### config.mk
export PLATFORM = sky130hd
export DESIGN_NAME = mc_cpu
export DESIGN_NICKNAME = d
export VERILOG_FILES = /design/src/rtl/mc_cpu.sv
export SDC_FILE = /design/constraint.sdc
export NUM_CORES = 2
export LEC_CHECK = 0
export BUFFER_PORTS_ARGS = -buffer_cell sky130_fd_sc_hd__buf_4
export CAP_MARGIN = 20
export CORE_ASPECT_RATIO = 1.75
export CORE_MARGIN = 2
export CORE_UTILIZATION = 55
export CTS_CLUSTER_SIZE = 30
export DETAILED_ROUTE_END_ITERATION = 8
export PLACE_DENSITY = 0.8
export REMOVE_ABC_BUFFERS = 1
export SYNTH_ARGS = -nofsm -noshare
export SYNTH_HDL_FRONTEND = slang
export SYNTH_SLANG_ARGS = --single-unit
### constraint.sdc
create_clock -name CLK -period 16.85 [get_ports CLK]
set_input_delay 3.37 -clock CLK [delete_from_list [all_inputs] [get_ports CLK]]
set_output_delay 3.37 -clock CLK [all_outputs]
set_load 0.01 [all_outputs]
### src/rtl/mc_cpu.sv
// mc_cpu: multi-cycle, non-pipelined R-type CPU.
// IDLE -> FETCH -> EXEC -> FETCH ... until a HALT instruction.
module mc_cpu #(
    parameter int DW  = 32,
    parameter int IAW = 8
) (
    input  logic           CLK,
    input  logic           RST,
    input  logic           run,
    output logic           imem_req,
    output logic [IAW-1:0] imem_addr,
    input  logic           imem_valid,
    input  logic [31:0]    imem_data,
    input  logic           dbg_we,
    input  logic [4:0]     dbg_waddr,
    input  logic [DW-1:0]  dbg_wdata,
    output logic [DW-1:0]  ALU_OUT,
    output logic           ALU_OF,
    output logic           ALU_ZF,
    output logic           halted,
    output logic [IAW-1:0] dbg_pc,
    output logic [1:0]     dbg_state
);

    localparam int SW = $clog2(DW);

    typedef enum logic [1:0] {
        IDLE  = 2'd0,
        FETCH = 2'd1,
        EXEC  = 2'd2,
        HALT  = 2'd3
    } state_t;

    state_t state, next;

    logic [IAW-1:0] pc;
    logic [31:0]    ir;
    logic [DW-1:0]  regs [32];

    logic [5:0] op;
    logic [4:0] rs, rt, rd;
    logic [5:0] func;
    logic       is_halt;

    logic [DW-1:0] a, b, f, sum, diff;
    logic          of, legal;

    logic unused_ok;

    assign op   = ir[5:0];
    assign rs   = ir[10:6];
    assign rt   = ir[15:11];
    assign rd   = ir[20:16];
    assign func = ir[31:26];

    assign unused_ok = ^ir[25:21];

    assign is_halt = (op == 6'h3F);

    assign a = (rs == 5'd0) ? '0 : regs[rs];
    assign b = (rt == 5'd0) ? '0 : regs[rt];

    assign sum  = a + b;
    assign diff = a - b;

    assign imem_req  = (state == FETCH);
    assign imem_addr = pc;
    assign halted    = (state == HALT);
    assign dbg_pc    = pc;
    assign dbg_state = state;

    // State register; reset has priority over every input.
    always_ff @(posedge CLK) begin
        if (!RST) state <= IDLE;
        else      state <= next;
    end

    // Next-state logic; HALT is absorbing until reset.
    always_comb begin
        next = state;
        unique case (state)
            IDLE:  if (run) next = FETCH;
            FETCH: if (imem_valid) next = EXEC;
            EXEC:  next = is_halt ? HALT : FETCH;
            HALT:  next = HALT;
            default: next = IDLE;
        endcase
    end

    // ALU: result, signed overflow and legality of the func code.
    always_comb begin
        f     = '0;
        of    = 1'b0;
        legal = (op == 6'h00);
        unique case (func)
            6'h20: begin
                f  = sum;
                of = (a[DW-1] == b[DW-1]) && (sum[DW-1] != a[DW-1]);
            end
            6'h22: begin
                f  = diff;
                of = (a[DW-1] != b[DW-1]) && (diff[DW-1] != a[DW-1]);
            end
            6'h24: f = a & b;
            6'h25: f = a | b;
            6'h26: f = a ^ b;
            6'h27: f = ~(a | b);
            6'h2A: f = {{(DW-1){1'b0}}, ($signed(a) < $signed(b))};
            6'h04: f = a << b[SW-1:0];
            default: legal = 1'b0;
        endcase
    end

    // Datapath: PC, instruction latch, register file and result flags.
    always_ff @(posedge CLK) begin
        if (!RST) begin
            pc      <= '0;
            ir      <= '0;
            ALU_OUT <= '0;
            ALU_OF  <= 1'b0;
            ALU_ZF  <= 1'b0;
            for (int i = 0; i < 32; i++) regs[i] <= '0;
        end else begin
            unique case (state)
                IDLE: begin
                    if (dbg_we && dbg_waddr != 5'd0)
                        regs[dbg_waddr] <= dbg_wdata;
                end
                FETCH: begin
                    if (imem_valid) ir <= imem_data;
                end
                EXEC: begin
                    if (!is_halt) begin
                        pc <= pc + IAW'(4);
                        if (legal) begin
                            if (rd != 5'd0) regs[rd] <= f;
                            ALU_OUT <= f;
                            ALU_OF  <= of;
                            ALU_ZF  <= (f == '0);
                        end
                    end
                end
                default: ;
            endcase
        end
    end

endmodule

After elaboration in Yosys (flattened, before gate mapping)
Memory sizes are Yosys's and may differ from the RTL's. A register that Yosys moved wholly into a read port is not among the register bits.
Cells that the tools add are included.
- order comparisons: 1
- shift operators: 1
- reductions and logical operators: 17
- multiplexer cells: 30
- equal/unequal tests: 18
- bitwise logic cells: 5
- add/sub/neg operators: 3
- operators by type and width (operator ; count):
    32-bit case mux with 8 select lines ; 1
    32-bit 2-to-1 mux ; 4
    32-bit OR reduction ; 2
    6-bit equality test (second input constant) ; 8
    32-bit adder ; 1
    32-bit bitwise AND ; 1
    32-bit zero test ; 1
    32-bit < comparator ; 1
    32-bit NOT ; 1
    32-bit OR ; 1
    32-bit by 5-bit left shift with 32-bit output ; 1
    32-bit subtractor ; 1
    32-bit XOR ; 1
    5-bit 2-to-1 mux ; 6
    1-bit 2-to-1 mux ; 14
    5-bit zero test ; 2
    5-bit nonzero test ; 2
    8-bit by 3-bit adder with 8-bit output (second input constant) ; 1
    2-bit case mux with 4 select lines ; 1
    8-bit OR reduction ; 1
    6-bit by 3-bit equality test with 1-bit output (second input constant) ; 1
    6-bit zero test ; 1
    2-bit 2-to-1 mux ; 3
    2-bit AND reduction ; 3
    other kinds (11) ; 16
- memories: 1
- register bits: 76
- RAM bits: 1024
- word-level logic and storage cells: 82
- output and inout bits: 54
- input port bits: 74
- memories (memory ; depth ; bits a word ; rd ports ; clocked after memory_dff ; write ports ; line ; RTL):
    regs ; 32 ; 32 ; 2 ; 2 ; 32 ; 38 ; logic [DW-1:0] regs [32];

Longest topological paths before layout
- depth after elaboration: 10
- gate-level depth with buffers: 28
- depth with buffers taken out: 21

Worst setup path after synthesis
OpenSTA, ideal clock, no wires.
- path kind: register to register
- start point: register (tool-made name)
- end point: memory regs[10][31], data pin
- path slack: 9.351 ns
- setup time: 0.267 ns
- stages on the path, launching flop included: 28
- data required time: 16.583 ns
- data arrival time: 7.232 ns
- path buffers: 9
- clock period less this slack: 7.499 ns
- cells stage by stage: dfxtp_1 buf_6 buf_12 buf_2 buf_2 buf_1 clkbuf_1 buf_1 mux4_2 mux4_2 nand2_1 a21o_1 ha_1 clkbuf_1 nand4_1 or2_2 o311ai_0 nand2_1 o21ai_0 a311o_1 o31ai_1 o21ai_0 nor2_1 a211o_1 a221o_1 nor3_1 buf_2 nor3_1
- RTL lines (item ; line):
    end: declaration ; 38

==> impl_metrics.json <==
{
  "fmax_ghz": 0.103,
  "synthToLayoutAreaGrowth_pct": 8.95,
  "clock_path_buffers": 3,
  "dieArea_um2": 116000,
  "reg2reg_depth": 23,
  "syn_inst": 4891,
  "port_buffers": 118,
  "row_count": 163,
  "place_hpwl_um": 149000,
  "drv_cap": 0,
  "required_ns": 17.54,
  "arrival_ns": 10.44,
  "antenna_found_initial": 10,
  "synth_cell_types": 99,
  "fp.dieH_um": 449,
  "core_area_um2": 113000,
  "power_density_nw_per_um2": 97.9,
  "tightest_slew_ns": 1.19,
  "cts_hold_buf": 0,
  "drc": 0,
  "synth_warnings": 0,
  "cts_resized": 0,
  "critPathMaxFanout": 38,
  "hold_viol": 0,
  "grt_setup_unrepaired": "no",
  "post-place-cells": 6233,
  "max_slew_margin": 0.186,
  "gr-usage-all-layers": 0.408,
  "cp_top_family": "compound AO/OA/AOI/OAI gates",
  "layout_min_cycle_time_ns": 9.75,
  "final_cells": 6410,
  "synth_area_leader_cell": "edfxtp_1",
  "layout_common_cells": "1118 x nor2_1, 1024 x edfxtp_1, 561 x mux4_2",
  "grt_max_degree": 82,
  "status": "finished, final reports clean",
  "path_buf_inv": 4,
  "min_to": "ALU_OUT[6]",
  "final_common_cell": "nor2_1",
  "worst-r2r-setup-slack_ns": 7.10,
  "dr.pass1.iters": 7,
  "routedWlPerCell_um": 36.7,
  "chipWidth_um": 259,
  "root_buffer": "clkbuf_16",
  "grt_pass1_wl_um": 335000,
  "synth.avg_cell_area_um2": 12.7,
  "cts_buffers": 94,
  "yosysTopAreaCellShare": 0.493,
  "ir_drop_mv": 0.0915,
  "io_pins": 128,
  "finalWirelength_um": 235000,
  "grt_pass1_vias": 48423,
  "clock_sinks": 1103,
  "cts_tree": "yes",
  "vias": 47678,
  "nNetsFinal": 5031,
  "tns_ns": 0,
  "setup.worst_path.class": "reg -> reg",
  "final-setup-viol-count": 0,
  "synth_seq_cells": 1103,
  "path_cells": "buf_4 -> buf_4 -> mux4_2 -> nand2_1 -> a32oi_1 -> nand3_4 -> inv_2 -> ha_1 -> fa_1 -> nor2b_1 -> o21ai_0 -> o21ai_1 -> buf_4 -> a221oi_1 -> o21ai_1 -> a221o_1 -> o21ai_0 -> o2111ai_1 -> nand4b_1 -> or3_1 -> or4_1 -> or4_1 -> o21ai_1",
  "ys_top_cells_by_area": "edfxtp_1 49%, mux4_2 20%, nor2_1 6.8%, mux2i_1 3.3%, dfxtp_1 2.5%",
  "htreeDepth": 3,
  "clk_pin_slew_ns": 0.07,
  "cts_setup_buffers": 0,
  "crit_path_end_kind": "register",
  "whs_path_depth": 2,
  "yosysSeqAreaShare": 0.519,
  "clk_latency_ns": 0.77,
  "power.static_leakage_nw": 24.0,
  "async_flop_share": 0,
  "synth_edf_count": 1024,
  "drv_slew": 0,
  "start_util": 0.554,
  "grt_overflow": 0,
  "via_per_inst": 7.44,
  "clock_skew_ns": 0.0408,
  "r2r_end": "ALU_ZF",
  "gp_congestion": 1.07,
  "hp-start": "ALU_OUT[6]",
  "startpoint_type": "register",
  "period_share": 0.579,
  "synth_flop_cell": "edfxtp_1",
  "min_path_type": "reg -> reg",
  "layout-drive-gt1-share": 0.235,
  "slowest_delay_ns": 0.76,
  "ant_nets": 0,
  "drt-initial-drc-count": 7902,
  "fin_util": 0.603,
  "slowest_stage": "dfxtp_4",
  "netlist_area_um2": 62300
}
## where the power goes
group	internal, mW	switching [mW]
Sequential	3.08	0.0724
Clock	1.22	1.05
Combinational	0.418	0.808
Total	4.72	1.93
## routing by layer
metal,GRT usage,share of wire
met5,0,0.00034
met4,0.386,0.12
met3,0.147,0.14
met2,0.633,0.46
met1,0.426,0.27
## area by class of cell
| type | count | area [µm²] |
|---|---|---|
| Tap cell | 1485 | 1860 |
| Antenna cell | 6 | 15.0 |
| Multi-Input combinational cell | 3246 | 27900 |
| Clock buffer | 109 | 2410 |
| Inverter | 111 | 423 |
| Fill cell | 8153 | 44600 |
| Timing Repair Buffer | 292 | 2260 |
| Clock inverter | 58 | 691 |
| Sequential cell | 1103 | 32400 |
## worst max-delay path by stage
stage | end | cells past startpoint | slack, ns | from
2_1_floorplan | regs[10][31] | 19 | -0.18 | register
3_3_place_gp | ALU_ZF | 24 | 7.29 | register
3_5_place_dp | ALU_ZF | 24 | 7.30 | register
4_1_cts | ALU_ZF | 24 | 7.24 | register
5_1_grt | regs[18][30] | 24 | 6.70 | register
6_report | ALU_ZF | 23 | 7.10 | register
## cell families after synthesis
family / count (synthesis) / share of synthesized area
compound gates: 571 / 0.0633
xor+xnor: 18 / 0.00253
fa+ha+maj: 109 / 0.0221
buf+inv: 577 / 0.0415
flops: 1103 / 0.519
mux: 777 / 0.238
other cells: 1 / 0.0000601
simple gates: 1735 / 0.114
## tightest hold or removal path, cell delays in order, from the launching register on
cell and delay [ns]:
dfxtp_1 0.31, nand2_1 0.05, a21oi_1 0.05
## sequential cells by signal, indices dropped and copies added (netlist names), named ones only
signal     cells
ALU_ZF         1
dbg_pc         6
regs        1024
ALU_OUT       32
ir            27
dbg_state      2
ALU_OF         1
## Yosys cell counts (all sizes together) (9+ instances only)
| master | instances |
|---|---|
| nor2 | 1124 |
| edfxtp | 1024 |
| mux4 | 561 |
| nand2 | 362 |
| clkbuf | 327 |
| mux2i | 204 |
| a21oi | 151 |
| buf | 139 |
| inv | 110 |
| ha | 107 |
| o21ai | 93 |
| dfxtp | 79 |
| nor3 | 66 |
| nand2b | 42 |
| a21o | 40 |
| a221oi | 40 |
| nand3 | 34 |
| a211oi | 29 |
| o2111ai | 29 |
| o211ai | 21 |
| nor2b | 20 |
| a22oi | 19 |
| and2 | 17 |
| o31ai | 17 |
| nand4 | 14 |
| a221o | 13 |
| a31oi | 12 |
| mux2 | 12 |
| or3 | 12 |
| xnor2 | 12 |
| o22ai | 11 |
| and3 | 10 |
| a2111oi | 9 |
| nor4 | 9 |
## stage by stage
step	total power, mW	area, µm²	setup slack, ns	hold WS (ns)
floorplan	3.96	60300	-0.182	0.441
global placement	4.33	64700	7.29	0.439
detailed placement	4.36	64700	7.30	0.446
CTS	6.57	67800	7.24	0.453
global route	6.77	67900	6.70	0.471
finish	6.65	67900	7.10	0.453
Power figures use the tool's default switching activity.
